[config.mk]
export PLATFORM = sky130hd
export DESIGN_NAME = seq_alu
export DESIGN_NICKNAME = d
export VERILOG_FILES = /design/src/rtl/seq_alu.sv
export SDC_FILE = /design/constraint.sdc
export NUM_CORES = 1
export LEC_CHECK = 0
export BUFFER_PORTS_ARGS = -buffer_cell sky130_fd_sc_hd__buf_2
export CAP_MARGIN = 40
export CORE_UTILIZATION = 40
export DETAILED_ROUTE_END_ITERATION = 10
export HOLD_SLACK_MARGIN = 0.08
export SETUP_SLACK_MARGIN = 0.15
export SLEW_MARGIN = 20
export SYNTH_ARGS = -nofsm -noshare
export SYNTH_HDL_FRONTEND = slang
export SYNTH_SLANG_ARGS = --single-unit
[constraint.sdc]
create_clock -name clk -period 6 [get_ports clk]
set_input_delay 1.2 -clock clk [delete_from_list [all_inputs] [get_ports clk]]
set_output_delay 1.2 -clock clk [all_outputs]
set_load 0.03 [all_outputs]
[src/rtl/seq_alu.sv]
// Handshaked sequential ALU: single-cycle logic/arith ops plus iterative
// shift-add multiply and bit-serial shifts, with registered result and flags.
module seq_alu #(
    parameter int WIDTH = 16,
    parameter int SHW   = $clog2(WIDTH)
) (
    input  logic             clk,
    input  logic             rst,
    input  logic             in_valid,
    output logic             in_ready,
    input  logic [WIDTH-1:0] a,
    input  logic [WIDTH-1:0] b,
    input  logic [3:0]       alu_op,
    output logic             out_valid,
    input  logic             out_ready,
    output logic [WIDTH-1:0] y,
    output logic             zero,
    output logic             negative,
    output logic             carry,
    output logic             overflow,
    output logic             illegal_op
);

    localparam logic [3:0] OP_AND = 4'b0000;
    localparam logic [3:0] OP_OR  = 4'b0001;
    localparam logic [3:0] OP_ADD = 4'b0010;
    localparam logic [3:0] OP_XOR = 4'b0011;
    localparam logic [3:0] OP_SUB = 4'b0110;
    localparam logic [3:0] OP_SLT = 4'b0111;
    localparam logic [3:0] OP_MUL = 4'b1000;
    localparam logic [3:0] OP_SHL = 4'b1001;
    localparam logic [3:0] OP_SHR = 4'b1010;
    localparam logic [3:0] OP_SRA = 4'b1011;

    typedef enum logic [1:0] {S_IDLE, S_BUSY, S_DONE} state_t;
    typedef enum logic [1:0] {K_MUL, K_SHL, K_SHR, K_SRA} kind_t;

    state_t             state;
    kind_t              kind;
    logic [SHW:0]       cnt;
    logic [2*WIDTH-1:0] acc;
    logic [WIDTH-1:0]   md;
    logic [WIDTH-1:0]   sh;

    logic               accept;
    logic               finish;
    logic               last_iter;
    logic               is_mul;
    logic               is_shift;
    logic [SHW-1:0]     shamt;
    logic [WIDTH:0]     add_w;
    logic [WIDTH:0]     sub_w;
    logic [WIDTH:0]     mul_sum;
    logic [2*WIDTH-1:0] acc_next;
    logic [WIDTH-1:0]   sh_next;
    logic               sh_out;
    logic               slt;
    logic [WIDTH-1:0]   fin_y;
    logic               fin_c;
    logic               fin_v;
    logic               fin_ill;

    // NOTE: in_ready is combinational on out_ready so a result can be consumed
    // and a new op accepted on the same edge without a bubble.
    assign in_ready  = (state == S_IDLE) || ((state == S_DONE) && out_ready);
    assign accept    = in_valid && in_ready;
    assign shamt     = b[SHW-1:0];
    assign is_mul    = (alu_op == OP_MUL);
    assign is_shift  = (alu_op inside {OP_SHL, OP_SHR, OP_SRA}) && (shamt != '0);
    assign last_iter = (cnt == (SHW+1)'(1));
    assign finish    = ((state == S_BUSY) && last_iter) || (accept && !is_mul && !is_shift);

    // NOTE: every always_comb output gets a default first so no latch is inferred.
    always_comb begin
        add_w    = {1'b0, a} + {1'b0, b};
        sub_w    = {1'b0, a} - {1'b0, b};
        slt      = $signed(a) < $signed(b);
        mul_sum  = {1'b0, acc[2*WIDTH-1:WIDTH]} + (acc[0] ? {1'b0, md} : '0);
        acc_next = {mul_sum, acc[WIDTH-1:1]};
        sh_next  = sh;
        sh_out   = 1'b0;
        case (kind)
            K_SHL: begin sh_next = {sh[WIDTH-2:0], 1'b0};      sh_out = sh[WIDTH-1]; end
            K_SHR: begin sh_next = {1'b0, sh[WIDTH-1:1]};      sh_out = sh[0];       end
            K_SRA: begin sh_next = {sh[WIDTH-1], sh[WIDTH-1:1]}; sh_out = sh[0];     end
            default: ;
        endcase
    end

    // Result selection: iterative datapath while busy, otherwise the live operands.
    always_comb begin
        fin_y   = '0;
        fin_c   = 1'b0;
        fin_v   = 1'b0;
        fin_ill = 1'b0;
        if (state == S_BUSY) begin
            if (kind == K_MUL) begin
                fin_y = acc_next[WIDTH-1:0];
                fin_c = |acc_next[2*WIDTH-1:WIDTH];
            end else begin
                fin_y = sh_next;
                fin_c = sh_out;
            end
        end else begin
            case (alu_op)
                OP_AND: fin_y = a & b;
                OP_OR:  fin_y = a | b;
                OP_XOR: fin_y = a ^ b;
                OP_ADD: begin
                    fin_y = add_w[WIDTH-1:0];
                    fin_c = add_w[WIDTH];
                    fin_v = (a[WIDTH-1] == b[WIDTH-1]) && (add_w[WIDTH-1] != a[WIDTH-1]);
                end
                OP_SUB: begin
                    fin_y = sub_w[WIDTH-1:0];
                    fin_c = sub_w[WIDTH];
                    fin_v = (a[WIDTH-1] != b[WIDTH-1]) && (sub_w[WIDTH-1] != a[WIDTH-1]);
                end
                OP_SLT: fin_y = {{(WIDTH-1){1'b0}}, slt};
                OP_SHL, OP_SHR, OP_SRA: fin_y = a;
                OP_MUL: fin_y = '0;
                default: fin_ill = 1'b1;
            endcase
        end
    end

    // NOTE: sequential state uses non-blocking assignments only.
    always_ff @(posedge clk) begin
        if (rst) begin
            // NOTE: datapath registers are reset too, so an aborted op leaves no residue.
            state      <= S_IDLE;
            kind       <= K_MUL;
            cnt        <= '0;
            acc        <= '0;
            md         <= '0;
            sh         <= '0;
            y          <= '0;
            zero       <= 1'b0;
            negative   <= 1'b0;
            carry      <= 1'b0;
            overflow   <= 1'b0;
            illegal_op <= 1'b0;
            out_valid  <= 1'b0;
        end else begin
            case (state)
                S_BUSY: begin
                    if (kind == K_MUL) acc <= acc_next;
                    else               sh  <= sh_next;
                    cnt <= cnt - 1'b1;
                    if (last_iter) state <= S_DONE;
                end
                default: begin
                    if (accept) begin
                        if (is_mul) begin
                            acc   <= {{WIDTH{1'b0}}, b};
                            md    <= a;
                            cnt   <= (SHW+1)'(WIDTH);
                            kind  <= K_MUL;
                            state <= S_BUSY;
                        end else if (is_shift) begin
                            sh    <= a;
                            cnt   <= {1'b0, shamt};
                            kind  <= (alu_op == OP_SHL) ? K_SHL :
                                     (alu_op == OP_SHR) ? K_SHR : K_SRA;
                            state <= S_BUSY;
                        end else begin
                            state <= S_DONE;
                        end
                    end else if ((state == S_DONE) && out_ready) begin
                        state <= S_IDLE;
                    end
                end
            endcase

            if (finish) begin
                y          <= fin_y;
                zero       <= (fin_y == '0);
                negative   <= fin_y[WIDTH-1];
                carry      <= fin_c;
                overflow   <= fin_v;
                illegal_op <= fin_ill;
                out_valid  <= 1'b1;
            end else if (accept || ((state == S_DONE) && out_ready)) begin
                out_valid  <= 1'b0;
            end
        end
    end

endmodule

==> results of run 1 <==
worst paths after layout:
kind / startpoint / end
max: a[9] / zero
max reg2reg: acc[0] / carry
min reg2reg: md[0] / md[0]
min: md[0] / md[0]
tightest hold or removal path: stages, from the launching register on:
cell     delay [ns]
dfxtp_1        0.31
nand2_1        0.05
a21oi_1        0.05
stage by stage:
step                power, mW  instance area, um2
floorplan               1.017                8230
global placement        1.171                8692
detailed placement      1.173                8731
CTS                     1.810                9055
global route            1.883                9070
finish                  1.810                9070
Yosys cell counts (8+ instances only):
cell,n
nand2_1,149
nor2_1,147
a21oi_1,120
dfxtp_1,94
ha_1,72
inv_1,58
clkbuf_1,56
nor3_1,40
a211oi_1,35
o21ai_0,35
nand3_1,27
a31oi_1,19
and2_1,19
a311oi_1,17
nor2b_1,15
buf_2,14
a22oi_1,13
xnor2_1,13
nand2b_1,10
or3_1,10
a221oi_1,9
nor4_1,9
mux2i_1,8
o22ai_1,8
state kept, by name, summed over array words and instances, names as in the netlist, 2 cells and up:
register / cells
acc: 32
cnt: 5
md: 16
state: 2
y: 16
kind: 2
sh: 16
area by class of cell:
| cell class | instances | area [um2] |
|---|---|---|
| Fill cell | 2054 | 11160 |
| Clock inverter | 3 | 67.56 |
| Clock buffer | 12 | 256.5 |
| Tap cell | 270 | 337.8 |
| Sequential cell | 94 | 1882 |
| Inverter | 58 | 217.7 |
| Timing Repair Buffer | 83 | 494.2 |
| Multi-Input combinational cell | 921 | 5814 |
layer usage:
metal	vias to the layer above	track usage (%)
met2	396	42.96
met3	71	3.824
met5	-	0
li1	4172	-
met1	4044	37.87
met4	2	10.37
power groups by stage:
stage,Clock (mW),Sequential [mW],Combinational (mW)
2_1_floorplan,0,0.702,0.315
3_5_place_dp,0,0.688,0.485
5_1_grt,0.666,0.678,0.539
6_report,0.635,0.675,0.500
3_3_place_gp,0,0.688,0.482
4_1_cts,0.648,0.674,0.488
logic make-up after synthesis:
group / count (synthesis) / share of synthesized area, %
simple gates: 477 / 27.65
compound gates: 342 / 28.00
buf+inv: 139 / 6.780
flops: 94 / 22.86
fa+ha+maj: 75 / 11.68
xor+xnor: 18 / 1.915
mux: 9 / 1.110
==> flow_results.xml, run 1 <==
<?xml version="1.0" encoding="UTF-8"?>
<metrics>
  <group name="clock_tree">
    <metric name="worst_setup_hold_path_clk_slew" unit="ns">0.06</metric>
    <metric name="cts.repair_timing.setup_buffer_count" unit="">0</metric>
    <metric name="cts.path.max_buffers" unit="">2</metric>
    <metric name="clock-sinks" unit="">94</metric>
    <metric name="cts.htree.levels" unit="">3</metric>
    <metric name="ctsHoldBuffers" unit="">0</metric>
    <metric name="tritoncts" unit="">done</metric>
    <metric name="cts_repair_resize_count" unit="">0</metric>
    <metric name="clock_latency" unit="ns">0.35</metric>
    <metric name="clockRootBuffer" unit="">clkbuf_16</metric>
    <metric name="cts_buffers" unit="">9</metric>
  </group>
  <group name="timing">
    <metric name="hold_violations" unit="">0</metric>
    <metric name="timing.final.ws_setup" unit="ns">1.743</metric>
    <metric name="worst_slew_margin_rel" unit="%">42.78</metric>
    <metric name="maxClockFrequency" unit="GHz">0.2349</metric>
    <metric name="final.setup_skew" unit="ns">0.006619</metric>
    <metric name="rsz0062_at_grt" unit="">no</metric>
    <metric name="setup-violations-final" unit="">0</metric>
    <metric name="finalCritPeriodShare" unit="%">70.95</metric>
    <metric name="final.min_clock_period" unit="ns">4.257</metric>
    <metric name="timing.setup.tns" unit="ns">0</metric>
    <metric name="slew_viol_final" unit="">0</metric>
    <metric name="worst_slew_pin_slew" unit="ns">0.8551</metric>
    <metric name="whs" unit="ns">0.4513</metric>
  </group>
  <group name="routing">
    <metric name="drt_first_pass_iters" unit="">5</metric>
    <metric name="route.met3.wl" unit="mm">2.062</metric>
    <metric name="avgViaCountPerCell" unit="">6.027</metric>
    <metric name="remaining_drc_errors" unit="">0</metric>
    <metric name="avgRoutedWirePerCell" unit="um">20.28</metric>
    <metric name="route.top_layer_used" unit="">met5</metric>
    <metric name="vias" unit="">8685</metric>
    <metric name="final_antenna_net_count" unit="">0</metric>
    <metric name="routed-wl-met2" unit="mm">13.00</metric>
    <metric name="m1WireLength" unit="mm">13.13</metric>
    <metric name="finalWirelength" unit="mm">29.22</metric>
    <metric name="drt_first_iter_violations" unit="">882</metric>
  </group>
  <group name="synthesis">
    <metric name="yosysTopAreaCell" unit="">dfxtp_1</metric>
    <metric name="ys_async_sr_fraction" unit="%">0</metric>
    <metric name="ys_dominant_reg_cell" unit="">dfxtp_1</metric>
    <metric name="synth.yosys.seq_area_share" unit="%">22.86</metric>
    <metric name="synth.area.top_cells" unit="">dfxtp_1, ha_1, a21oi_1</metric>
    <metric name="synthesis.yosys.warnings" unit="">0</metric>
    <metric name="synthesis.instances" unit="">1154</metric>
    <metric name="synth.ff_latch_count" unit="">94</metric>
    <metric name="synth.net_count" unit="">1269</metric>
    <metric name="yosysTopAreaCellShare" unit="%">22.86</metric>
    <metric name="synth-edff-count" unit="">0</metric>
    <metric name="syn_avg_cell_area" unit="um2">7.132</metric>
    <metric name="post_synth_num_cell_types" unit="">86</metric>
    <metric name="cell_area_after_synthesis" unit="um2">8230</metric>
  </group>
  <group name="grt">
    <metric name="grt_start_max_net_pins" unit="">49</metric>
    <metric name="groute.usage.overall" unit="%">27.35</metric>
    <metric name="number_of_antenna_violations_at_the_first_check_in_global_routing" unit="">1</metric>
    <metric name="first_global_vias" unit="">7983</metric>
    <metric name="first_pass_grt_wire_length" unit="mm">45.68</metric>
    <metric name="grt_overflow_total" unit="">0</metric>
  </group>
  <group name="finish">
    <metric name="insertedDiodeCount" unit="">0</metric>
    <metric name="layout-area-overhead-vs-synth" unit="%">10.20</metric>
    <metric name="drive_gt1_share" unit="%">10.50</metric>
    <metric name="instances_no_fill" unit="">1441</metric>
    <metric name="final_core_util" unit="%">44.82</metric>
    <metric name="finalNetCount" unit="">1282</metric>
    <metric name="final_common_cell" unit="">nand2_1</metric>
    <metric name="most_frequent_cells_in_the_layout" unit="">nand2_1, nor2_1, a21oi_1, dfxtp_1, ha_1</metric>
  </group>
  <group name="pwr">
    <metric name="seq_power_share" unit="%">37.3</metric>
    <metric name="cell_internal_pwr" unit="mW">1.203</metric>
    <metric name="p_leak" unit="nW">3.662</metric>
    <metric name="share_clk_of_total_power" unit="%">35.1</metric>
    <metric name="comb_power_share" unit="%">27.7</metric>
    <metric name="switching_share" unit="%">33.55</metric>
    <metric name="vdd_drop_max" unit="V">0.0001780</metric>
    <metric name="netSwitchingPower" unit="uW">607.2</metric>
    <metric name="p_per_area" unit="nW/um2">199.5</metric>
  </group>
  <group name="setup_path">
    <metric name="worst_path_largest_cell_delay" unit="ns">0.51</metric>
    <metric name="cp.required" unit="ns">6.30</metric>
    <metric name="regToRegSetupSlack" unit="ns">2.46</metric>
    <metric name="worst-r2r-cell-count" unit="">12</metric>
    <metric name="crit_top_cell" unit="">o21ai_0</metric>
    <metric name="timing.critical_path.fanout_max" unit="">12</metric>
    <metric name="critical_path.startpoint_type" unit="">input pin</metric>
    <metric name="timing.critical_path.depth" unit="">12</metric>
    <metric name="worst-endpoint-arrival" unit="ns">4.55</metric>
    <metric name="timing.critical_path.buf_inv" unit="">2</metric>
    <metric name="cp_cell_sequence" unit="">buf_2 &gt; inv_1 &gt; ha_1 &gt; nor4_4 &gt; nand2_1 &gt; a211oi_1 &gt; o21ai_0 &gt; a21oi_1 &gt; o21ai_0 &gt; nor4_1 &gt; o2111a_1 &gt; a31o_1</metric>
    <metric name="critical_path.slowest_cell" unit="">ha_1</metric>
    <metric name="setup.worst_path.class" unit="">input pin to flop</metric>
    <metric name="critical_path.top_delay_family" unit="">compound AO/OA/AOI/OAI gates</metric>
    <metric name="worstSetupEndpointType" unit="">flop</metric>
  </group>
  <group name="run_status">
    <metric name="outcome" unit="">finished, final reports clean</metric>
  </group>
  <group name="floorplanning">
    <metric name="die_y" unit="um">145.4</metric>
    <metric name="core_area" unit="um2">20230</metric>
    <metric name="start_util" unit="%">40.68</metric>
    <metric name="placementRows" unit="">52</metric>
    <metric name="floorplan.die_area" unit="um2">21150</metric>
    <metric name="ios" unit="">63</metric>
    <metric name="die_w" unit="um">145.4</metric>
  </group>
  <group name="worst_hold_path">
    <metric name="min_path_cells" unit="">2</metric>
    <metric name="holdCritPathClass" unit="">flop to flop</metric>
  </group>
  <group name="run">
    <metric name="cap_violations" unit="">0</metric>
  </group>
  <group name="placement">
    <metric name="dp_hpwl" unit="mm">21.77</metric>
    <metric name="dpl_worst_slack" unit="ns">1.576</metric>
    <metric name="port_buffers" unit="">62</metric>
    <metric name="placed_cells" unit="">1425</metric>
    <metric name="gp_routability_congestion" unit="">0.9902</metric>
  </group>
</metrics>
Note: power is estimated with default switching activity, not from simulation.
==> run 2, diff against run 1 <==
ABC_AREA = 1   (was default)
clock period = 3.93 ns   (was 6 ns; I/O delays follow)
==> run 2 against run 1 <==
  * Critical path depth grew 3
  * Global-route usage shrank 1.1 points
  * Core utilization shrank 0.071 points
  * Die area grew 1.8%
  * Combinational power grew 54%
  * Area after synthesis grew 1.9%
  * Critical endpoint unchanged
  * Highest routed layer is now met4
==> flow_results.xml, run 2 <==
<?xml version="1.0" encoding="UTF-8"?>
<metrics>
  <group name="run_status">
    <metric name="outcome" unit="">finished, final reports clean</metric>
  </group>
  <group name="timing">
    <metric name="finalCritPeriodShare" unit="%">76.15</metric>
    <metric name="timing.setup.tns" unit="ns">0</metric>
    <metric name="hold_violations" unit="">0</metric>
    <metric name="rsz0062_at_grt" unit="">no</metric>
    <metric name="final.min_clock_period" unit="ns">2.993</metric>
    <metric name="worst_slew_margin_rel" unit="%">51.22</metric>
    <metric name="setup-violations-final" unit="">0</metric>
    <metric name="maxClockFrequency" unit="GHz">0.3342</metric>
    <metric name="slew_viol_final" unit="">0</metric>
    <metric name="timing.final.ws_setup" unit="ns">0.9374</metric>
    <metric name="worst_slew_pin_slew" unit="ns">0.7300</metric>
    <metric name="final.setup_skew" unit="ns">0.009057</metric>
    <metric name="whs" unit="ns">0.4629</metric>
  </group>
  <group name="synthesis">
    <metric name="synth.net_count" unit="">1481</metric>
    <metric name="syn_avg_cell_area" unit="um2">6.138</metric>
    <metric name="synth.yosys.seq_area_share" unit="%">22.44</metric>
    <metric name="post_synth_num_cell_types" unit="">48</metric>
    <metric name="yosysTopAreaCellShare" unit="%">22.44</metric>
    <metric name="synth-edff-count" unit="">0</metric>
    <metric name="synth.area.top_cells" unit="">dfxtp_1, nand2_1, ha_1</metric>
    <metric name="cell_area_after_synthesis" unit="um2">8384</metric>
    <metric name="yosysTopAreaCell" unit="">dfxtp_1</metric>
    <metric name="synth_most_common_cell" unit="">nand2_1</metric>
    <metric name="ys_async_sr_fraction" unit="%">0</metric>
    <metric name="synthesis.instances" unit="">1366</metric>
    <metric name="synth.ff_latch_count" unit="">94</metric>
    <metric name="netlist_top_cells_count" unit="">nand2_1, inv_1, nand3_1</metric>
    <metric name="synthesis.yosys.warnings" unit="">0</metric>
    <metric name="ys_dominant_reg_cell" unit="">dfxtp_1</metric>
  </group>
  <group name="worst_hold_path">
    <metric name="holdCritPathClass" unit="">flop to flop</metric>
  </group>
  <group name="clock_tree">
    <metric name="cts.repair_timing.setup_buffer_count" unit="">0</metric>
    <metric name="worst_setup_hold_path_clk_slew" unit="ns">0.07</metric>
    <metric name="clockRootBuffer" unit="">clkbuf_16</metric>
    <metric name="cts_repair_resize_count" unit="">0</metric>
    <metric name="cts.path.max_buffers" unit="">2</metric>
    <metric name="ctsHoldBuffers" unit="">0</metric>
    <metric name="cts_buffers" unit="">9</metric>
    <metric name="clock-sinks" unit="">94</metric>
    <metric name="tritoncts" unit="">done</metric>
    <metric name="cts.htree.levels" unit="">3</metric>
    <metric name="clock_latency" unit="ns">0.34</metric>
  </group>
  <group name="grt">
    <metric name="grt_overflow_total" unit="">0</metric>
    <metric name="grt_start_max_net_pins" unit="">62</metric>
    <metric name="first_global_vias" unit="">8297</metric>
    <metric name="groute.usage.overall" unit="%">26.26</metric>
    <metric name="first_pass_grt_wire_length" unit="mm">44.54</metric>
    <metric name="number_of_antenna_violations_at_the_first_check_in_global_routing" unit="">0</metric>
  </group>
  <group name="placement">
    <metric name="port_buffers" unit="">62</metric>
    <metric name="dp_hpwl" unit="mm">21.72</metric>
    <metric name="placed_cells" unit="">1650</metric>
    <metric name="gp_routability_congestion" unit="">0.9658</metric>
    <metric name="dpl_worst_slack" unit="ns">0.6295</metric>
  </group>
  <group name="floorplanning">
    <metric name="floorplan.die_area" unit="um2">21540</metric>
    <metric name="placementRows" unit="">52</metric>
    <metric name="start_util" unit="%">41.17</metric>
    <metric name="die_y" unit="um">146.8</metric>
    <metric name="die_w" unit="um">146.8</metric>
    <metric name="ios" unit="">63</metric>
    <metric name="core_area" unit="um2">20360</metric>
  </group>
  <group name="run">
    <metric name="cap_violations" unit="">0</metric>
  </group>
  <group name="setup_path">
    <metric name="cp.required" unit="ns">4.21</metric>
    <metric name="worst-endpoint-arrival" unit="ns">3.27</metric>
    <metric name="worstSetupEndpointType" unit="">flop</metric>
    <metric name="setup.worst_path.class" unit="">input pin to flop</metric>
    <metric name="timing.critical_path.fanout_max" unit="">5</metric>
    <metric name="critical_path.startpoint_type" unit="">input pin</metric>
  </group>
  <group name="pwr">
    <metric name="seq_power_share" unit="%">38.4</metric>
    <metric name="cell_internal_pwr" unit="mW">1.725</metric>
    <metric name="comb_power_share" unit="%">28.5</metric>
    <metric name="p_leak" unit="nW">4.797</metric>
    <metric name="netSwitchingPower" unit="uW">974.3</metric>
    <metric name="share_clk_of_total_power" unit="%">33.1</metric>
    <metric name="switching_share" unit="%">36.09</metric>
    <metric name="vdd_drop_max" unit="V">0.0002384</metric>
    <metric name="report.power.total" unit="mW">2.700</metric>
    <metric name="p_per_area" unit="nW/um2">296.2</metric>
  </group>
  <group name="routing">
    <metric name="final_antenna_net_count" unit="">0</metric>
    <metric name="drt_first_iter_violations" unit="">705</metric>
    <metric name="vias" unit="">8806</metric>
    <metric name="finalWirelength" unit="mm">27.75</metric>
    <metric name="remaining_drc_errors" unit="">0</metric>
    <metric name="avgViaCountPerCell" unit="">5.286</metric>
    <metric name="drt_first_pass_iters" unit="">7</metric>
    <metric name="avgRoutedWirePerCell" unit="um">16.65</metric>
  </group>
  <group name="finish">
    <metric name="most_frequent_cells_in_the_layout" unit="">nand2_1, inv_1, nand3_1, nor2_1, a21oi_1</metric>
    <metric name="max_ffs_per_register" unit="">32</metric>
    <metric name="finalNetCount" unit="">1506</metric>
    <metric name="instances_no_fill" unit="">1666</metric>
    <metric name="insertedDiodeCount" unit="">0</metric>
    <metric name="final_common_cell" unit="">nand2_1</metric>
    <metric name="layout-area-overhead-vs-synth" unit="%">8.700</metric>
    <metric name="drive_gt1_share" unit="%">9.599</metric>
    <metric name="regMostFlops" unit="">acc</metric>
  </group>
</metrics>
## run 2: worst paths after layout
kind	cells after the start	to	from	slack [ns]
worst max-delay path	15	zero	b[0]	0.94
worst min register to register	2	illegal_op	illegal_op	0.46
worst max register to register	22	carry	acc[0]	1.07
worst min-delay path	2	illegal_op	illegal_op	0.46
## run 2: worst max-delay path: stages
cell and delay (ns):
buf_2 0.18, ha_1 0.30, inv_1 0.12, fa_1 0.41, inv_1 0.09, nand2_1 0.11, a31oi_1 0.35, o21ai_0 0.14
nand3_1 0.10, nand3_1 0.09, nand2_1 0.07, o21ai_0 0.18, nor2_1 0.16, nand2_1 0.07, a21oi_2 0.11
## run 2: routing by layer
layer	GRT usage (%)	wire length (um)	vias up
li1	-	-	4455
met1	36.87	13150	3978
met2	40.92	11900	323
met3	4.006	1916	50
met4	8.438	782	0
met5	0	0	-
## run 2: area by class of cell
cell class                 instances  area (um2)
clock inverter                     6       68.82
sequential                        94        1882
clock buffer                      10       229.0
tap                              270       337.8
timing repair buffer              71       377.9
fill                            2167       11250
inverter                         219       824.5
multi-input combinational        996        5394
## run 2: cell families after synthesis
| family | synth area share [%] |
|---|---|
| and+or+nand+nor | 31.68 |
| AOI/OAI and AO/OA | 19.70 |
| buffers and inverters | 13.36 |
| DFF | 22.44 |
| adders and majority gates | 11.46 |
| xor gates and xnor gates | 1.358 |
## run 2: power groups by stage
stage / combinational, mW / sequential, mW / clock [mW]
floorplan: 0.501 / 1.09 / 0
global placement: 0.756 / 1.06 / 0
detailed placement: 0.756 / 1.06 / 0
CTS: 0.759 / 1.04 / 0.905
global route: 0.855 / 1.04 / 0.938
finish: 0.770 / 1.04 / 0.892
## run 2: stage by stage
stage,utilization [%],area [um2]
final,44.75,9114
after global routing,44.75,9114
after CTS,44.75,9114
after detailed placement,43.29,8816
after global placement,43.25,8808
after floorplan,-,8384
